File: config.mk
export PLATFORM = sky130hd
export DESIGN_NAME = cam_capture_ctrl_flat
export DESIGN_NICKNAME = d
export VERILOG_FILES = /design/src/rtl/cam_capture_ctrl_if.sv /design/src/rtl/cam_capture_ctrl.sv /design/src/flat_wrapper.sv
export SDC_FILE = /design/constraint.sdc
export NUM_CORES = 1
export LEC_CHECK = 0
export ABC_CLOCK_PERIOD_IN_PS = 4820
export CAP_MARGIN = 20
export CORE_MARGIN = 2
export CORE_UTILIZATION = 50
export DETAILED_ROUTE_END_ITERATION = 10
export GPL_ROUTABILITY_DRIVEN = 0
export GPL_TIMING_DRIVEN = 0
export PLACE_DENSITY = 0.76
export SLEW_MARGIN = 15
export SYNTH_ARGS = -nofsm -noshare
export SYNTH_HDL_FRONTEND = slang
export SYNTH_SLANG_ARGS = --single-unit
File: constraint.sdc
create_clock -name CLK -period 4.82 [get_ports CLK]
set_clock_uncertainty 0.15 [all_clocks]
set_input_delay 0.482 -clock CLK [delete_from_list [all_inputs] [get_ports CLK]]
set_output_delay 0.482 -clock CLK [all_outputs]
set_load 0.02 [all_outputs]
File: src/rtl/cam_capture_ctrl_if.sv
// ---------------------------------------------------------------------------
// cam_capture_ctrl_if
//   Bundles the control, camera-timing and status signals of the camera
//   capture sequencer.
//
//   Parameters
//     V_LINES  lines per frame (sets the width of line_cnt)
//     FCW      width of frame_cnt
//
//   Signals
//     start, stop, continuous     control requests from the top-level logic
//     VSYNC, HREF                 camera timing, already synchronised to CLK
//     px_wr                       one pulse per pixel stored by the writer
//     capture_en, frame_start     writer gating / address clear
//     busy, done, err             status
//     line_cnt, frame_cnt         line and frame counters
//
//   Modports
//     master  drives the requests and camera timing, observes status
//     slave   the capture sequencer itself
// ---------------------------------------------------------------------------
interface cam_capture_ctrl_if #(
    parameter int V_LINES = 120,
    parameter int FCW     = 8
);
    localparam int LW = $clog2(V_LINES + 1);

    logic           start;
    logic           stop;
    logic           continuous;
    logic           VSYNC;
    logic           HREF;
    logic           px_wr;
    logic           capture_en;
    logic           frame_start;
    logic           busy;
    logic           done;
    logic [2:0]     err;
    logic [LW-1:0]  line_cnt;
    logic [FCW-1:0] frame_cnt;

    modport master (
        output start, stop, continuous, VSYNC, HREF, px_wr,
        input  capture_en, frame_start, busy, done, err, line_cnt, frame_cnt
    );

    modport slave (
        input  start, stop, continuous, VSYNC, HREF, px_wr,
        output capture_en, frame_start, busy, done, err, line_cnt, frame_cnt
    );
endinterface

File: src/rtl/cam_capture_ctrl.sv
// ---------------------------------------------------------------------------
// cam_capture_ctrl
//   Sequences the camera pixel-capture path. A start request arms the block.
//   Capture then waits for a complete VSYNC pulse, so the frame is always
//   taken from its beginning. While capturing, pixels per line and lines per
//   frame are checked against the expected geometry. The block reports done
//   and sticky error status. It can re-arm every frame in continuous mode.
//
//   Ports
//     CLK   system clock, all logic on its rising edge
//     rst   asynchronous, active-high reset
//     bus   cam_capture_ctrl_if.slave
//           inputs  : start, stop, continuous, VSYNC, HREF, px_wr
//           outputs : capture_en, frame_start, busy, done,
//                     err[2:0], line_cnt, frame_cnt
//
//   err bits (sticky, cleared by an accepted start)
//     [0] a line carried a pixel count other than H_PIXELS
//     [1] a frame carried a line count other than V_LINES
//     [2] the capture was aborted by stop in the middle of a frame
//
//   Optional feature macro: CAPTURE_FRAME_CNT_EN
//     defined     : frame_cnt counts done pulses, wraps, cleared only by rst
//     not defined : frame_cnt is tied to zero
// ---------------------------------------------------------------------------
module cam_capture_ctrl #(
    parameter int H_PIXELS = 160,
    parameter int V_LINES  = 120,
    parameter int FCW      = 8
) (
    input logic               CLK,
    input logic               rst,
    cam_capture_ctrl_if.slave bus
);
    localparam int LW = $clog2(V_LINES + 1);
    localparam int PW = $clog2(H_PIXELS + 1);
    localparam logic [LW-1:0] LINES_EXP  = LW'(V_LINES);
    localparam logic [PW-1:0] PIXELS_EXP = PW'(H_PIXELS);

    typedef enum logic [2:0] {
        S_IDLE,
        S_ARM,
        S_SYNC,
        S_CAPTURE,
        S_DONE
    } state_t;

    state_t        state_reg;
    logic          vs_q_reg;
    logic          hr_q_reg;
    logic          cont_reg;
    logic          capture_en_reg;
    logic          frame_start_reg;
    logic          busy_reg;
    logic          done_reg;
    logic [2:0]    err_reg;
    logic [LW-1:0] line_cnt_reg;
    logic [PW-1:0] px_cnt_reg;

    logic          vs_rise;
    logic          vs_fall;
    logic          hr_rise;
    logic          hr_fall;
    logic [LW-1:0] line_cnt_inc;
    logic [LW-1:0] line_cnt_next;

    assign vs_rise = bus.VSYNC & ~vs_q_reg;
    assign vs_fall = ~bus.VSYNC & vs_q_reg;
    assign hr_rise = bus.HREF & ~hr_q_reg;
    assign hr_fall = ~bus.HREF & hr_q_reg;

    // Saturating line increment. line_cnt_next also covers a line that ends
    // in the same cycle as the frame, so the end-of-frame check sees it.
    assign line_cnt_inc  = (&line_cnt_reg) ? line_cnt_reg : line_cnt_reg + LW'(1);
    assign line_cnt_next = hr_fall ? line_cnt_inc : line_cnt_reg;

    always_ff @(posedge CLK or posedge rst) begin
        if (rst) begin
            state_reg       <= S_IDLE;
            vs_q_reg        <= 1'b0;
            hr_q_reg        <= 1'b0;
            cont_reg        <= 1'b0;
            capture_en_reg  <= 1'b0;
            frame_start_reg <= 1'b0;
            busy_reg        <= 1'b0;
            done_reg        <= 1'b0;
            err_reg         <= 3'b000;
            line_cnt_reg    <= '0;
            px_cnt_reg      <= '0;
        end else begin
            vs_q_reg        <= bus.VSYNC;
            hr_q_reg        <= bus.HREF;
            frame_start_reg <= 1'b0;
            done_reg        <= 1'b0;

            if (bus.stop && (state_reg != S_IDLE)) begin
                // Abort from any active state. Only a capture in progress
                // counts as an aborted frame.
                state_reg      <= S_IDLE;
                busy_reg       <= 1'b0;
                capture_en_reg <= 1'b0;
                if (state_reg == S_CAPTURE) begin
                    err_reg[2] <= 1'b1;
                end
            end else begin
                case (state_reg)
                    S_IDLE: begin
                        // A stop in the same cycle suppresses the start.
                        if (bus.start && !bus.stop) begin
                            state_reg <= S_ARM;
                            busy_reg  <= 1'b1;
                            err_reg   <= 3'b000;
                            cont_reg  <= bus.continuous;
                        end
                    end
                    S_ARM: begin
                        // Skip the rest of any frame already in flight.
                        if (vs_rise) begin
                            state_reg <= S_SYNC;
                        end
                    end
                    S_SYNC: begin
                        if (vs_fall) begin
                            state_reg       <= S_CAPTURE;
                            frame_start_reg <= 1'b1;
                            line_cnt_reg    <= '0;
                            px_cnt_reg      <= '0;
                        end
                    end
                    S_CAPTURE: begin
                        capture_en_reg <= 1'b1;
                        if (hr_rise) begin
                            px_cnt_reg <= bus.px_wr ? PW'(1) : '0;
                        end else if (bus.px_wr && bus.HREF && !(&px_cnt_reg)) begin
                            px_cnt_reg <= px_cnt_reg + PW'(1);
                        end
                        if (hr_fall) begin
                            line_cnt_reg <= line_cnt_inc;
                            if (px_cnt_reg != PIXELS_EXP) begin
                                err_reg[0] <= 1'b1;
                            end
                        end
                        if (vs_rise) begin
                            capture_en_reg <= 1'b0;
                            done_reg       <= 1'b1;
                            if (line_cnt_next != LINES_EXP) begin
                                err_reg[1] <= 1'b1;
                            end
                            state_reg <= cont_reg ? S_SYNC : S_DONE;
                        end
                    end
                    S_DONE: begin
                        state_reg <= S_IDLE;
                        busy_reg  <= 1'b0;
                    end
                    default: begin
                        state_reg      <= S_IDLE;
                        busy_reg       <= 1'b0;
                        capture_en_reg <= 1'b0;
                    end
                endcase
            end
        end
    end

    assign bus.capture_en  = capture_en_reg;
    assign bus.frame_start = frame_start_reg;
    assign bus.busy        = busy_reg;
    assign bus.done        = done_reg;
    assign bus.err         = err_reg;
    assign bus.line_cnt    = line_cnt_reg;

`ifdef CAPTURE_FRAME_CNT_EN
    logic [FCW-1:0] frame_cnt_reg;

    always_ff @(posedge CLK or posedge rst) begin
        if (rst) begin
            frame_cnt_reg <= '0;
        end else if (done_reg) begin
            frame_cnt_reg <= frame_cnt_reg + FCW'(1);
        end
    end

    assign bus.frame_cnt = frame_cnt_reg;
`else
    assign bus.frame_cnt = '0;
`endif

endmodule

File: src/flat_wrapper.sv
// flat-port wrapper written by rule: the top's interface ports become plain ports
module cam_capture_ctrl_flat 
#(
    parameter int H_PIXELS = 160,
    parameter int V_LINES  = 120,
    parameter int FCW      = 8
)
  (CLK, rst, bus_start, bus_stop, bus_continuous, bus_VSYNC, bus_HREF, bus_px_wr, bus_capture_en, bus_frame_start, bus_busy, bus_done, bus_err, bus_line_cnt, bus_frame_cnt);
  cam_capture_ctrl_if #(.V_LINES(V_LINES), .FCW(FCW)) bus_i ();
  input logic CLK;
  input logic rst;
  input wire logic [$bits(bus_i.start)-1:0] bus_start;
  input wire logic [$bits(bus_i.stop)-1:0] bus_stop;
  input wire logic [$bits(bus_i.continuous)-1:0] bus_continuous;
  input wire logic [$bits(bus_i.VSYNC)-1:0] bus_VSYNC;
  input wire logic [$bits(bus_i.HREF)-1:0] bus_HREF;
  input wire logic [$bits(bus_i.px_wr)-1:0] bus_px_wr;
  output wire logic [$bits(bus_i.capture_en)-1:0] bus_capture_en;
  output wire logic [$bits(bus_i.frame_start)-1:0] bus_frame_start;
  output wire logic [$bits(bus_i.busy)-1:0] bus_busy;
  output wire logic [$bits(bus_i.done)-1:0] bus_done;
  output wire logic [$bits(bus_i.err)-1:0] bus_err;
  output wire logic [$bits(bus_i.line_cnt)-1:0] bus_line_cnt;
  output wire logic [$bits(bus_i.frame_cnt)-1:0] bus_frame_cnt;
  assign bus_i.start = bus_start;
  assign bus_i.stop = bus_stop;
  assign bus_i.continuous = bus_continuous;
  assign bus_i.VSYNC = bus_VSYNC;
  assign bus_i.HREF = bus_HREF;
  assign bus_i.px_wr = bus_px_wr;
  assign bus_capture_en = bus_i.capture_en;
  assign bus_frame_start = bus_i.frame_start;
  assign bus_busy = bus_i.busy;
  assign bus_done = bus_i.done;
  assign bus_err = bus_i.err;
  assign bus_line_cnt = bus_i.line_cnt;
  assign bus_frame_cnt = bus_i.frame_cnt;
  cam_capture_ctrl #(.H_PIXELS(H_PIXELS), .V_LINES(V_LINES), .FCW(FCW)) u_core (.CLK(CLK), .rst(rst), .bus(bus_i));
endmodule
==> impl_metrics.py, run 1 <==
metrics = {
    "synthesis": {
        "postSynthAreaPerCell_sq_um": 9.00,
        "async_flop_share_pct": 100,
        "ys_seq_area_share_pct": 41.2,
        "synth_area_leaders": "dfrtp_1 41%, o21ai_0 3.8%, nand2_1 3.8%",
        "syn-cell-area_sq_mm": 0.00170,
        "synth_edf_count": 0,
        "post-synth-top-area-cell": "dfrtp_1",
        "ys.flop_type": "dfrtp_1",
        "synthCells": 189,
        "ys_seq_elements": 28,
        "yosys.area.top_type_share_pct": 41.2,
        "ys_warn_count": 0,
        "synthTopCellsByCount": "28 x dfrtp_1, 17 x nand2_1, 13 x o21ai_0",
        "ys_types": 54,
        "synth_most_common_cell": "dfrtp_1",
    },
    "floorplanning": {
        "die_y_um": 62.3,
        "die_w_um": 62.3,
        "dieArea_sq_mm": 0.00389,
        "io_pins": 30,
        "start_util_pct": 51.4,
        "core_area_sq_mm": 0.00331,
        "rows": 21,
    },
    "critical_path": {
        "required_ps": 4880,
        "critPathArrivalTime_ps": 2310,
        "crit_path_max_fanout": 10,
        "worstReg2RegEnd": "u_core.bus.line_cnt[5]",
        "crit_path_max_incr_delay_ps": 510,
        "slowest_stage": "dfrtp_1",
        "r2r_cells": 6,
        "path_cells": "ha_1 -> and3_4 -> a311oi_1 -> a31oi_1 -> o21ai_0 -> o21ai_1",
        "worstSetupPathType": "flop to flop",
        "r2r_slack_ps": 2580,
        "endpoint_kind": "flop",
        "cp-start-kind": "flop",
        "rr_startpoint": "u_core.bus.line_cnt[0]",
    },
    "global_route": {
        "grtUsageTotal_pct": 20.6,
        "grt_pass1_wl_um": 6450,
        "grt_antenna_before_repair": 0,
        "overflow": 0,
        "grt_pass1_vias": 1467,
        "grt_max_degree": 29,
    },
    "power": {
        "powerDensity_mw_per_mm2": 194,
        "power.total_mw": 0.395,
        "p_leak_nw": 0.863,
        "ir_drop_uv": 160,
    },
    "sta": {
        "rsz0062_at_grt": "false",
        "finalCritPeriodShare_pct": 46.5,
        "setup_tns_ps": 0,
        "period_minus_slack_ps": 2240,
        "fmax_ghz": 0.446,
        "slew_headroom_pct": 63.4,
        "hold_viol": 0,
        "tightest_slew_ps": 546,
        "finalSetupViolations": 0,
        "slew_viol_final": 0,
    },
    "routing": {
        "drc": 0,
        "drtIter0Drc": 145,
        "wl_um": 3770,
        "drt.antenna.violating_nets": 0,
        "vias": 1542,
        "first_pass_iters": 4,
        "drt-vias-per-instance": 5.78,
        "routedWlPerCell_um": 14.1,
    },
    "clocking": {
        "postCtsSetupBuffers": 0,
        "cts_resized": 0,
        "cts-hold-fix-buffers": 0,
        "insertion_delay_ps": 320,
        "cts_tree": "yes",
        "cts_root_buf": "clkbuf_4",
        "cts_sinks": 28,
        "cts_made_buffers": 3,
        "cts.path.max_buffers": 2,
        "clk_pin_slew_ps": 140,
        "htreeDepth": 1,
    },
    "run": {
        "maxCapViolCount": 0,
    },
    "place": {
        "port_buffers": 21,
        "dp_hpwl_um": 2770,
        "placed_area_sq_mm": 0.00200,
    },
    "hold_path": {
        "hold_path.class": "input port to async pin",
    },
    "cells_and_area": {
        "syn_to_final_growth_pct": 19.5,
        "design_area_sq_mm": 0.00203,
        "largest_reg_flops": 8,
        "antenna_cells": 0,
        "num-nets-final": 234,
        "final_layout_size_suffix_gt1_share_pct": 12.2,
    },
    "outcome": {
        "status": "finished, final reports clean",
    },
}
cells by family (layout without fill, tap and decap cells):
kind of cell	after synthesis	count (layout)	synth area share [%]
fa+ha+maj	3	3	2.21
mux	2	2	1.25
buf+inv	22	47	7.28
compound gates	56	56	21.5
flops	28	28	41.2
other cells	1	8	0.220
xor+xnor	4	4	2.06
simple gates	73	73	24.3
cell usage in the layout (no fill, tap or decap), types with 5 or more instances in the layout:
master and count:
inv_1 6, clkdlybuf4s50_1 21, o21ai_1 5, dfrtp_1 28
nand3_1 6, nor3_1 5, nand4_1 5, nand2_1 17
a31oi_1 7, buf_4 8, conb_1 8, o21ai_0 13
nor2_1 10, and3_1 6, a21oi_1 10
metrics by stage:
stage / setup slack [ps] / hold slack, ps / std cells / util (%)
finish: 2580 / 272 / 267 / 61.4
global route: 2430 / 286 / 267 / 61.4
global placement: 2450 / 289 / 263 / 60.3
CTS: 2620 / 322 / 266 / 61.0
floorplan: 2790 / 272 / 196 / -
detailed placement: 2410 / 300 / 263 / 60.3
critical path: cells and delay by family (launching register included):
family	cells	cell delay, ps
AOI/OAI and AO/OA	4	910
DFF	1	510
adders and majority gates	1	340
and+or+nand+nor	1	220
report_power, final:
| group | internal, mW | leakage, nW | switching (mW) |
|---|---|---|---|
| Clock | 0.0293 | 0.0138 | 0.0635 |
| Sequential | 0.241 | 0.380 | 0.00502 |
| Combinational | 0.0243 | 0.470 | 0.0322 |
worst max-delay path by stage:
stage / start / end / slack [ps] / cells after the start
2_1_floorplan: u_core.bus.line_cnt[0] / u_core.bus.err[1] / 2790 / 6
3_3_place_gp: bus_HREF / u_core.bus.line_cnt[5] / 2450 / 6
3_5_place_dp: bus_HREF / u_core.bus.line_cnt[5] / 2410 / 6
4_1_cts: u_core.bus.line_cnt[0] / u_core.bus.line_cnt[5] / 2620 / 6
5_1_grt: u_core.bus.line_cnt[0] / u_core.bus.line_cnt[5] / 2430 / 6
6_report: u_core.bus.line_cnt[0] / u_core.bus.line_cnt[5] / 2580 / 6
layout make-up:
type                       count  area (sq um)
inverter                       7          26.3
clock buffer                   3          22.5
tap                           46          57.6
buffer                        15          97.6
sequential                    28           701
fill                         321          1280
multi-input combinational    146           903
timing repair buffer          22           225
metal layers:
| layer | up-vias | wire [um] | track usage, % |
|---|---|---|---|
| met5 | - | 0 | 0 |
| met4 | 0 | 52 | 8.33 |
| met3 | 7 | 220 | 3.26 |
| met2 | 59 | 1850 | 34.5 |
| met1 | 734 | 1650 | 26.7 |
| li1 | 742 | - | - |
Power figures use the tool's default switching activity.
==> inputs of run 2 (changes only) <==
--- a/config.mk
+++ b/config.mk
@@ -5,7 +5,7 @@
 export SDC_FILE = /design/constraint.sdc
 export NUM_CORES = 1
 export LEC_CHECK = 0
-export ABC_CLOCK_PERIOD_IN_PS = 4820
+export ABC_CLOCK_PERIOD_IN_PS = 2100
 export CAP_MARGIN = 20
 export CORE_MARGIN = 2
 export CORE_UTILIZATION = 50
==> constraint.sdc (replaced) <==
create_clock -name CLK -period 2.1 [get_ports CLK]
set_clock_uncertainty 0.15 [all_clocks]
set_input_delay 0.21 -clock CLK [delete_from_list [all_inputs] [get_ports CLK]]
set_output_delay 0.21 -clock CLK [all_outputs]
set_load 0.02 [all_outputs]
==> impl_metrics.py, run 2 (synthesis gave the netlist of run 1 again) <==
metrics = {
    "power": {
        "powerDensity_mw_per_mm2": 439,
        "p_leak_nw": 0.860,
        "ir_drop_uv": 364,
    },
    "sta": {
        "finalCritPeriodShare_pct": 95.8,
        "tightest_slew_ps": 541,
        "rsz0062_at_grt": "false",
        "postLayoutSetupSlackWorst_ps": 88.9,
        "slew_viol_final": 0,
        "fmax_ghz": 0.497,
        "period_minus_slack_ps": 2010,
        "finalSetupViolations": 0,
        "hold_viol": 0,
        "setup_tns_ps": 0,
        "whs_ps": 1.30,
        "slew_headroom_pct": 63.7,
    },
    "routing": {
        "vias": 1543,
        "drt-vias-per-instance": 5.78,
        "routedWlPerCell_um": 14.4,
        "drt.antenna.violating_nets": 0,
        "first_pass_iters": 4,
        "drtIter0Drc": 114,
        "drc": 0,
        "wl_um": 3840,
    },
    "critical_path": {
        "r2r_slack_ps": 90,
        "endpoint_kind": "flop",
        "crit_path_max_fanout": 10,
        "worstSetupPathType": "flop to flop",
        "cp-start-kind": "flop",
        "critPathArrivalTime_ps": 2080,
        "required_ps": 2160,
    },
    "run": {
        "maxCapViolCount": 0,
    },
    "floorplanning": {
        "core_area_sq_mm": 0.00331,
        "dieArea_sq_mm": 0.00389,
        "die_y_um": 62.3,
        "io_pins": 30,
        "start_util_pct": 51.4,
        "rows": 21,
        "die_w_um": 62.3,
    },
    "clocking": {
        "postCtsSetupBuffers": 0,
        "cts.path.max_buffers": 2,
        "cts_made_buffers": 3,
        "cts-hold-fix-buffers": 0,
        "cts_root_buf": "clkbuf_4",
        "insertion_delay_ps": 320,
        "cts_sinks": 28,
        "cts_tree": "yes",
        "htreeDepth": 1,
        "clk_pin_slew_ps": 130,
    },
    "place": {
        "dp.cells": 263,
        "post-place-ws_ps": -57.0,
        "port_buffers": 21,
        "dp_hpwl_um": 2770,
    },
    "cells_and_area": {
        "largest_reg_flops": 8,
        "fill_cells": 313,
        "instances_no_fill": 267,
        "num-nets-final": 234,
        "final_layout_size_suffix_gt1_share_pct": 14.0,
        "final_cell_mix": "26 x dfrtp_1, 21 x clkdlybuf4s50_1, 17 x nand2_1, 13 x o21ai_0",
        "syn_to_final_growth_pct": 21.5,
        "final_common_cell": "dfrtp_1",
        "antenna_cells": 0,
    },
    "outcome": {
        "status": "finished, final reports clean",
    },
    "hold_path": {
        "hold_path.class": "input port to async pin",
    },
    "global_route": {
        "grt_max_degree": 29,
        "overflow": 0,
        "grt_pass1_wl_um": 6470,
        "grt_antenna_before_repair": 0,
        "grt_pass1_vias": 1468,
        "grtUsageTotal_pct": 20.6,
    },
}
[run 2: cell counts in the layout (fill, tap and decap cells not counted)]
No cell type changed its count.
[run 2: final cells by class]
cell class | count | area, sq um | share of cell area, %
Tap cell | 46 | 57.6 | 2.78
Sequential cell | 28 | 703 | 34.0
Timing Repair Buffer | 22 | 225 | 10.9
Inverter | 7 | 26.3 | 1.27
Buffer | 15 | 97.6 | 4.72
Multi-Input combinational cell | 146 | 935 | 45.2
Clock buffer | 3 | 22.5 | 1.09
[run 2: path summary, 6_finish.rpt]
check	from	endpoint	cells after the start
setup / recovery	u_core.bus.line_cnt[0]	u_core.bus.err[1]	6
setup reg to reg	u_core.bus.line_cnt[0]	u_core.bus.err[1]	6
hold reg to reg	u_core.cont_reg	u_core.state_reg[2]	1
hold / removal	rst	u_core.px_cnt_reg[2]	2
min in group CLK	bus_VSYNC	u_core.vs_q_reg	1
max in group asynchronous	rst	u_core.px_cnt_reg[0]	3
[run 2: metrics by stage]
step	util [%]	power, mW	area, sq um
finish	62.4	0.908	2070
detailed placement	60.3	0.701	2000
floorplan	-	0.655	1730
global route	62.4	0.956	2070
CTS	61.5	0.922	2040
global placement	60.3	0.699	2000
[run 2: repair_timing]
action	CTS	global route
pin swaps	0	0
gates cloned	0	0
resized for setup	3	3
setup endpoints to repair	3	2
[run 2: critical path, cell delays in order (launching register included)]
cell and delay (ps):
dfrtp_2 500, ha_2 260, and3_4 210, a41oi_4 290, mux2i_1 210, and4b_1 210, a31oi_1 70
[run 2: metal layers]
metal  share of wire [%]  GRT usage [%]  up-vias
met5                   0              0        -
met4                 1.1           8.33        0
met3                 5.0           3.26        4
met2                  50           34.6       47
met1                  44           26.7      747
li1                    -              -      745
[run 2: power by group]
group	total [mW]	switching, mW	internal (mW)	leakage (nW)
Clock	0.211	0.144	0.0672	0.0138
Sequential	0.565	0.0118	0.554	0.377
Combinational	0.131	0.0741	0.0566	0.469
==> inputs of run 3 (changes only) <==
--- a/config.mk
+++ b/config.mk
@@ -7,7 +7,7 @@
 export LEC_CHECK = 0
 export ABC_CLOCK_PERIOD_IN_PS = 2100
 export CAP_MARGIN = 20
-export CORE_MARGIN = 2
+export CORE_MARGIN = 10
 export CORE_UTILIZATION = 50
 export DETAILED_ROUTE_END_ITERATION = 10
 export GPL_ROUTABILITY_DRIVEN = 0
==> impl_metrics.py, run 3 (synthesis gave the netlist of run 1 again) <==
metrics = {
    "critical_path": {
        "worstReg2RegEnd": "u_core.bus.err[1]",
        "cp-start-kind": "flop",
        "r2r_cells": 6,
        "required_ps": 2170,
        "worstSetupPathType": "flop to flop",
        "crit_path_max_fanout": 8,
        "endpoint_kind": "flop",
        "rr_startpoint": "u_core.bus.line_cnt[1]",
        "critPathArrivalTime_ps": 2080,
        "r2r_slack_ps": 90,
    },
    "floorplanning": {
        "dieArea_sq_mm": 0.00614,
        "die_y_um": 78.3,
        "io_pins": 30,
        "rows": 21,
        "die_w_um": 78.3,
        "start_util_pct": 51.4,
        "core_area_sq_mm": 0.00331,
    },
    "hold_path": {
        "hold_path.class": "input port to flop",
        "min_to": "u_core.vs_q_reg",
        "hold-path-cell-count": 1,
        "min_from": "bus_VSYNC",
    },
    "clocking": {
        "cts_tree": "yes",
        "cts.path.max_buffers": 2,
        "cts_root_buf": "clkbuf_4",
        "cts_made_buffers": 3,
        "clk_pin_slew_ps": 140,
        "htreeDepth": 1,
        "cts_sinks": 28,
        "insertion_delay_ps": 330,
    },
    "cells_and_area": {
        "syn_to_final_growth_pct": 23.0,
        "multiInputGateArea_sq_um": 923,
        "final_cell_mix": "26 x dfrtp_1, 21 x clkdlybuf4s50_1, 17 x nand2_1, 13 x o21ai_0",
        "design_area_sq_mm": 0.00209,
        "regArea_sq_um": 703,
        "antenna_cells": 0,
        "largest_reg_flops": 8,
        "num-nets-final": 237,
        "final_layout_size_suffix_gt1_share_pct": 14.7,
        "fill_cells": 307,
        "final_common_cell": "dfrtp_1",
    },
    "global_route": {
        "grt_antenna_before_repair": 0,
        "grt_pass1_vias": 1512,
        "grt_max_degree": 29,
        "grt_pass1_wl_um": 7170,
        "grtUsageTotal_pct": 14.0,
        "overflow": 0,
    },
    "routing": {
        "met2_length_um": 2060,
        "first_pass_iters": 4,
        "vias": 1580,
        "drc": 0,
        "drt.antenna.violating_nets": 0,
        "top_layer": "met4",
        "drt-vias-per-instance": 5.85,
        "routedWlPerCell_um": 15.6,
        "dr_wl_met3_um": 307,
        "wl_um": 4210,
        "m1WireLength_um": 1750,
        "drtIter0Drc": 225,
    },
    "sta": {
        "hold_viol": 0,
        "rsz0062_at_grt": "false",
        "finalSetupViolations": 0,
        "slew_viol_final": 0,
        "period_minus_slack_ps": 2010,
        "fmax_ghz": 0.498,
        "finalCritPeriodShare_pct": 95.6,
    },
    "power": {
        "power.total_mw": 0.928,
        "ir_drop_uv": 344,
        "p_leak_nw": 0.882,
        "powerDensity_mw_per_mm2": 443,
    },
    "run": {
        "maxCapViolCount": 0,
    },
    "outcome": {
        "status": "finished, final reports clean",
    },
    "place": {
        "dp_hpwl_um": 3090,
        "port_buffers": 21,
        "placed_area_sq_mm": 0.00200,
    },
}
run 3: cell count changes in the layout (fill, tap and decap cells not counted), sizes merged:
cell and delta:
dlygate4sd3 +1, clkinv -1, buf +2, inv +1
run 3: area by class of cell:
class,instances,area share (%)
Inverter,7,1.26
Clock buffer,3,1.08
Sequential cell,28,33.6
Tap cell,46,2.75
Multi-Input combinational cell,146,44.1
Timing Repair Buffer,25,12.6
Buffer,15,4.66
run 3: critical path, cell delays in order, from the launching register on:
cell and delay (ps):
dfrtp_2 480, ha_2 240, and3_4 210, a41oi_4 300
mux2i_1 220, and4b_1 220, a31oi_1 70
run 3: worst max path at each step:
stage,depth (start not counted),startpoint,to,slack (ps)
finish,6,u_core.bus.line_cnt[1],u_core.bus.err[1],90
floorplan,6,u_core.bus.line_cnt[0],u_core.bus.err[1],70
global route,6,u_core.bus.line_cnt[1],u_core.bus.line_cnt[5],20
CTS,6,u_core.bus.line_cnt[0],u_core.bus.err[1],80
detailed placement,6,u_core.bus.line_cnt[0],u_core.bus.line_cnt[5],-80
global placement,6,u_core.bus.line_cnt[0],u_core.bus.line_cnt[5],-50
run 3: power breakdown:
part	switching (mW)	total (mW)	internal (mW)
Clock	0.154	0.222	0.0675
Sequential	0.0109	0.564	0.554
Combinational	0.0785	0.141	0.0627
run 3: metrics by stage:
stage	utilization, %	hold WS (ps)	cells	TNS [ps]	setup WS, ps
2_1_floorplan	-	91.4	196	0	70.4
3_3_place_gp	60.3	287	263	-58.2	-51.8
3_5_place_dp	60.3	298	263	-147	-84.9
4_1_cts	61.6	229	266	0	75.3
5_1_grt	63.2	240	270	0	16.2
6_report	63.2	246	270	0	93.4
run 3: metal layers:
layer / vias to the layer above / global-route usage, %
met1: 756 / 17.3
met3: 9 / 3.19
li1: 761 / -
met5: - / 0
met2: 54 / 22.3
met4: 0 / 6.99
run 3: repair_timing:
item                                    in CTS  in global routing
setup buffers                                0                  2
pin swaps                                    0                  0
endpoints found under the setup margin       2                  2
gates resized for setup                      4                  1
endpoints found under the hold margin        0                  7
hold buffers                                 0                  1
==> RTL edit 1, RTL diff (config.mk and constraints of run 3) <==
`H_PIXELS` is set to 160 in 2 places; all go to 80.
--- a/src/rtl/cam_capture_ctrl.sv
+++ b/src/rtl/cam_capture_ctrl.sv
@@ -25,5 +25,5 @@
 // ---------------------------------------------------------------------------
 module cam_capture_ctrl #(
-    parameter int H_PIXELS = 160,
+    parameter int H_PIXELS = 80,
     parameter int V_LINES  = 120,
     parameter int FCW      = 8
--- a/src/flat_wrapper.sv
+++ b/src/flat_wrapper.sv
@@ -2,5 +2,5 @@
 module cam_capture_ctrl_flat 
 #(
-    parameter int H_PIXELS = 160,
+    parameter int H_PIXELS = 80,
     parameter int V_LINES  = 120,
     parameter int FCW      = 8
Formal check against the unedited RTL: no difference found for any inputs over 10 cycles, from zero or initial values and one cycle with rst high; that may be too few to reach the edited logic, so the function may still have changed.
==> RTL edit 1 against run 3 <==
Worst setup slack gained 0.0017 ns. Sequential share of layout area shrank 0.54 points. Critical path type unchanged. Area after synthesis grew 0.22%. Sequential cell count shrank 1. Worst hold slack lost 0.21 ns. Wire length shrank 10%. First-iteration DRC count shrank 30%. Count of clock-buffer cells in the layout is the same. Design area shrank 2.3%.
Power is not compared: it rests on default switching activity, and its combinational part moved more than twofold at a synthesized area within 25%.
==> RTL edit 1: results (changes against run 3) <==
post-cts resize count: 0 (-4)
total CTS buffers: 3 (unchanged)
largest fanout on the critical path: 7 (-1)
H-tree Lvls: 1 (unchanged)
slowest CP cell: dfrtp_1
outcome: finished clean
Nets: 230 (-3.0%)
Seq/Total Area, Yosys: 0.3962 (-0.01558)
top area cells in the synthesized netlist: dfrtp_1, a21oi_1, o21ai_0
vias in the first global route: 1478 (-2.2%)
register-to-register setup slack: 0.1 ns
Total GRT Usage: 0.1250 (-0.01467)
DR iter-0 viols: 157 (-30%)
ANT cells: 0 (unchanged)
post-synth cell types: 50 (-7.4%)
port bufs: 20 (-4.8%)
Slew HR: 0.6485
Clock Latency Late Sink: 0.34 ns
clock slew at reported path FFs: 0.15 ns
DR vias/cell: 5.652 (-3.4%)
CP max stage delay: 0.50 ns (+0.02 ns)
Clock Path Buffers: 2 (unchanged)
initial antenna violation count: 0 (unchanged)
most frequent cells after synthesis: dfrtp_1, a21oi_1, o21ai_0
min-delay worst type: in -> async
Ys Warns: 0 (unchanged)
top routing layer used: met4
Post-Route Setup TNS: 0 ns (unchanged)
WL met1: 1.665 mm (-4.9%)
Worst EP arrival: 2.10 ns (+0.02 ns)
router iterations before antenna repair: 4 (unchanged)
Worst VDD drop: 0.4632 mV
pin count of the biggest net entering global routing: 28 (-3.4%)
ys async rst share: 1.000 (unchanged)
DR WL met3: 223 µm (-27%)
Root Driver: clkbuf_4
WL final: 3.778 mm (-10%)
LEAKAGE: 0.0008685 µW
RR Endpoint: u_core.bus.err[1]
reg2reg start: u_core.bus.line_cnt[0]
Post-DP HPWL: 2.858 mm (-7.5%)
share of layout cells above drive strength 1: 0.1606 (+0.01323)
FF-to-FF path depth: 7 (+1)
first-pass GRT wire length: 6.596 mm (-8.0%)
Detail Route met2 WL: 1.847 mm (-11%)
-- RTL edit 1: changes by cell type after synthesis, sizes merged, moves of 3 or more --
cell          run 3  this run
o22ai             3         0
buf              12        16
nor2             11        14
a31oi             7         3
and3              7         3
inv               7        10
a21oi            10        15
nand3             6        12
nand2            18         9
nor3              5        10
-- RTL edit 1: worst max-delay path by stage --
stage / from / endpoint
floorplan: u_core.bus.line_cnt[0] / u_core.bus.err[1]
global placement: bus_HREF / u_core.bus.err[1]
detailed placement: bus_HREF / u_core.bus.err[1]
CTS: u_core.bus.line_cnt[0] / u_core.bus.err[1]
global route: u_core.bus.line_cnt[0] / u_core.bus.err[1]
finish: u_core.bus.line_cnt[0] / u_core.bus.err[1]
-- RTL edit 1: metal layers --
metal  vias to the layer above  global-route usage
li1                        731                   -
met1                       707              0.1510
met2                        49              0.2081
met3                         5             0.02961
met4                         0             0.05197
met5                         -                   0
-- RTL edit 1: power by group --
part / leakage (µW) / switching (µW) / total (µW) / internal [µW]
clock: 0.0000139 / 159 / 232 / 73.1
combinational: 0.000492 / 283 / 519 / 236
sequential: 0.000362 / 102 / 704 / 603
total: 0.000869 / 544 / 1460 / 911
-- RTL edit 1: metrics by stage --
step	cells	worst slack, ns	instance area (µm²)	util	hold slack [ns]
2_1_floorplan	192	0.1795	1732	-	0.09143
3_3_place_gp	258	0.1524	1989	0.6009	0.2899
3_5_place_dp	258	0.1418	1989	0.6009	0.2883
4_1_cts	263	0.1336	2029	0.6130	0.2574
5_1_grt	264	0.003774	2044	0.6175	0.06775
6_report	264	0.09505	2044	0.6175	0.03388
-- RTL edit 1: area by class of cell --
class	count	area [µm²]
Sequential cell	27	675.6
Multi-Input combinational cell	138	892.1
Clock buffer	3	22.52
Clock inverter	1	7.507
Buffer	17	126.4
Timing Repair Buffer	22	225.2
Inverter	10	37.54
Fill cell	314	1266
Tap cell	46	57.56
-- RTL edit 1: what timing repair did --
| item | 4_1_cts | 5_1_grt |
|---|---|---|
| buffers inserted | 0 | 0 |
| hold endpoints to repair | 1 | 0 |
| hold buffers | 1 | 0 |
-- RTL edit 1: kinds of logic after synthesis --
group / count (synthesis) / synth area share
adder cells (fa/ha/maj): 3 / 0.02201
multiplexers: 3 / 0.01907
AO/OA/AOI/OAI: 55 / 0.2201
flip-flops: 27 / 0.3962
AND/OR/NAND/NOR: 66 / 0.2289
buffers and inverters: 27 / 0.09611
XOR/XNOR: 3 / 0.01541
other: 1 / 0.002199
-- RTL edit 1: critical path, delay by kind of cell (launching register included) --
family          cells  cell delay (ns)
mux                 1             0.21
flops               1             0.50
compound gates      3             0.58
simple gates        1             0.11
fa+ha+maj           1             0.19
buf+inv             1             0.18
==> RTL edit 2, RTL diff (settings of run 3) <==
Without the edit above. Encoding of `state_t`: now one-hot (5 bits for 5 states).
--- a/src/rtl/cam_capture_ctrl.sv
+++ b/src/rtl/cam_capture_ctrl.sv
@@ -38,10 +38,10 @@
     localparam logic [PW-1:0] PIXELS_EXP = PW'(H_PIXELS);
 
-    typedef enum logic [2:0] {
-        S_IDLE,
-        S_ARM,
-        S_SYNC,
-        S_CAPTURE,
-        S_DONE
+    typedef enum logic [4:0] {
+        S_IDLE    = 5'b00001,
+        S_ARM     = 5'b00010,
+        S_SYNC    = 5'b00100,
+        S_CAPTURE = 5'b01000,
+        S_DONE    = 5'b10000
     } state_t;
 
Formal check against the unedited RTL: same outputs for any inputs over 10 cycles, from zero or initial values and one cycle with rst high; not proved beyond that.
==> RTL edit 2 against run 3 <==
The flow now finishes with violations (setup timing). Wire length increased by 11%. Sequential cell count up 2. Design area grew 14%. Area after synthesis up 5.8%. Via count is 9.4% higher. Worst setup slack got worse by 0.26 ns. Critical path type unchanged. Critical endpoint is now u_core.px_cnt_reg[6]. Highest routed layer unchanged.
Power is not compared: it rests on default switching activity, and its combinational part moved more than twofold at a synthesized area within 25%.
==> RTL edit 2: results (changes against run 3) <==
outcome: finished with violations
violated checks: setup timing
ANT cells: 0 (unchanged)
met3 Track Usage GR: 0.05068 (+0.01879)
Final setup viols: 7 (+7)
top area cells in the synthesized netlist: dfrtp_1, o21ai_0, a21oi_1
Comb pwr share: 0.260
CP max stage delay: 0.58 ns (+0.10 ns)
Power Clock: 624 µW
most frequent cells after synthesis: dfrtp_1, o21ai_0, a21oi_1
share of the clock period used by the worst path: 1.080 (+0.1241)
WL met1: 2.081 mm (+19%)
Nets: 251 (+5.9%)
largest fanout on the critical path: 5 (-3)
Total GRT Usage: 0.1513 (+0.01157)
Worst VDD drop: 0.4971 mV
Worst EP arrival: 2.38 ns (+0.30 ns)
Clock Path Buffers: 2 (unchanged)
max reg flops: 8 (unchanged)
DR WL met3: 288 µm (-6.2%)
ys async rst share: 1.000 (unchanged)
Ys Warns: 0 (unchanged)
share of layout cells above drive strength 1: 0.2116 (+0.06430)
DR vias/cell: 6.021 (+2.9%)
wire length per cell: 16.22 µm (+4.0%)
total CTS buffers: 5 (+2)
met2 usage: 0.2343 (+0.01149)
DR iter-0 viols: 148 (-34%)
Detail Route met2 WL: 2.241 mm (+8.6%)
slowest CP cell: dfstp_2
CP top delay family: simple AND/OR/NAND/NOR gates
port bufs: 21 (unchanged)
Seq/Total Area, Yosys: 0.4177 (+0.005886)
placed insts: 272 (+3.4%)
final setup margin: -0.1672 ns (-0.2606 ns)
WL final: 4.656 mm (+11%)
Post-Route Setup TNS: -0.6565 ns (-0.6565 ns)
Post-DP HPWL: 3.158 mm (+2.2%)
first-pass GRT wire length: 7.803 mm (+8.8%)
pin count of the biggest net entering global routing: 19 (-34%)
clock slew at reported path FFs: 0.11 ns (-0.03 ns)
Clock Latency Late Sink: 0.35 ns (+0.02 ns)
Placement Cell Area: 0.002122 mm² (+6.3%)
vias in the first global route: 1643 (+8.7%)
post-synth cell types: 52 (-3.7%)
post-cts resize count: 14 (+10)
H-tree Lvls: 2 (+1)
Synth Instances: 197 (+4.2%)
M1 GR Usage: 0.1930 (+0.02000)
setup bufs post-CTS: 4 (+4)
min-delay worst type: in -> async
[RTL edit 2: logic make-up (layout without fill, tap and decap cells)]
group | Yosys count | count (layout) | share of synthesized area
AOI/OAI and AO/OA | 63 | 63 | 0.2321
xor gates and xnor gates | 2 | 2 | 0.009731
adders and majority gates | 3 | 3 | 0.02085
buffers and inverters | 18 | 55 | 0.05490
DFF | 30 | 30 | 0.4177
muxes | 3 | 3 | 0.01737
other | 1 | 8 | 0.002083
and+or+nand+nor | 77 | 77 | 0.2453
[RTL edit 2: cell type report]
cell class,instances,area [µm²]
multi-input combinational,156,1062
fill,258,1031
sequential,30,754.5
timing repair buffer,30,297.8
buffer,12,82.58
clock inverter,2,60.06
tap,46,57.56
clock buffer,6,51.30
inverter,5,18.77
[RTL edit 2: final timing paths]
path                                         to                start  depth (start not counted)
setup / recovery           u_core.px_cnt_reg[6]  u_core.state_reg[0]                          5
hold / removal             u_core.px_cnt_reg[5]                  rst                          2
setup reg to reg           u_core.px_cnt_reg[6]  u_core.state_reg[0]                          5
hold reg to reg             u_core.state_reg[4]      u_core.cont_reg                          1
max in group asynchronous   u_core.state_reg[0]                  rst                          3
min in group CLK                u_core.vs_q_reg            bus_VSYNC                          1
[RTL edit 2: through the flow]
stage / hold WS (ns) / setup slack [ns] / utilization
detailed placement: 0.3094 / -0.2205 / 0.6212
CTS: 0.07365 / -0.1142 / 0.6773
global placement: 0.3024 / -0.2030 / 0.6132
floorplan: 0.09143 / -0.02146 / -
finish: 0.05635 / -0.1672 / 0.6982
global route: 0.09985 / -0.2238 / 0.6982
[RTL edit 2: worst register-to-register path: stages (launching register included)]
cell and delay (ns):
dfstp_2 0.58, nand2b_4 0.06, or4_4 0.46, a22o_4 0.29, or3_4 0.42, o31ai_2 0.23
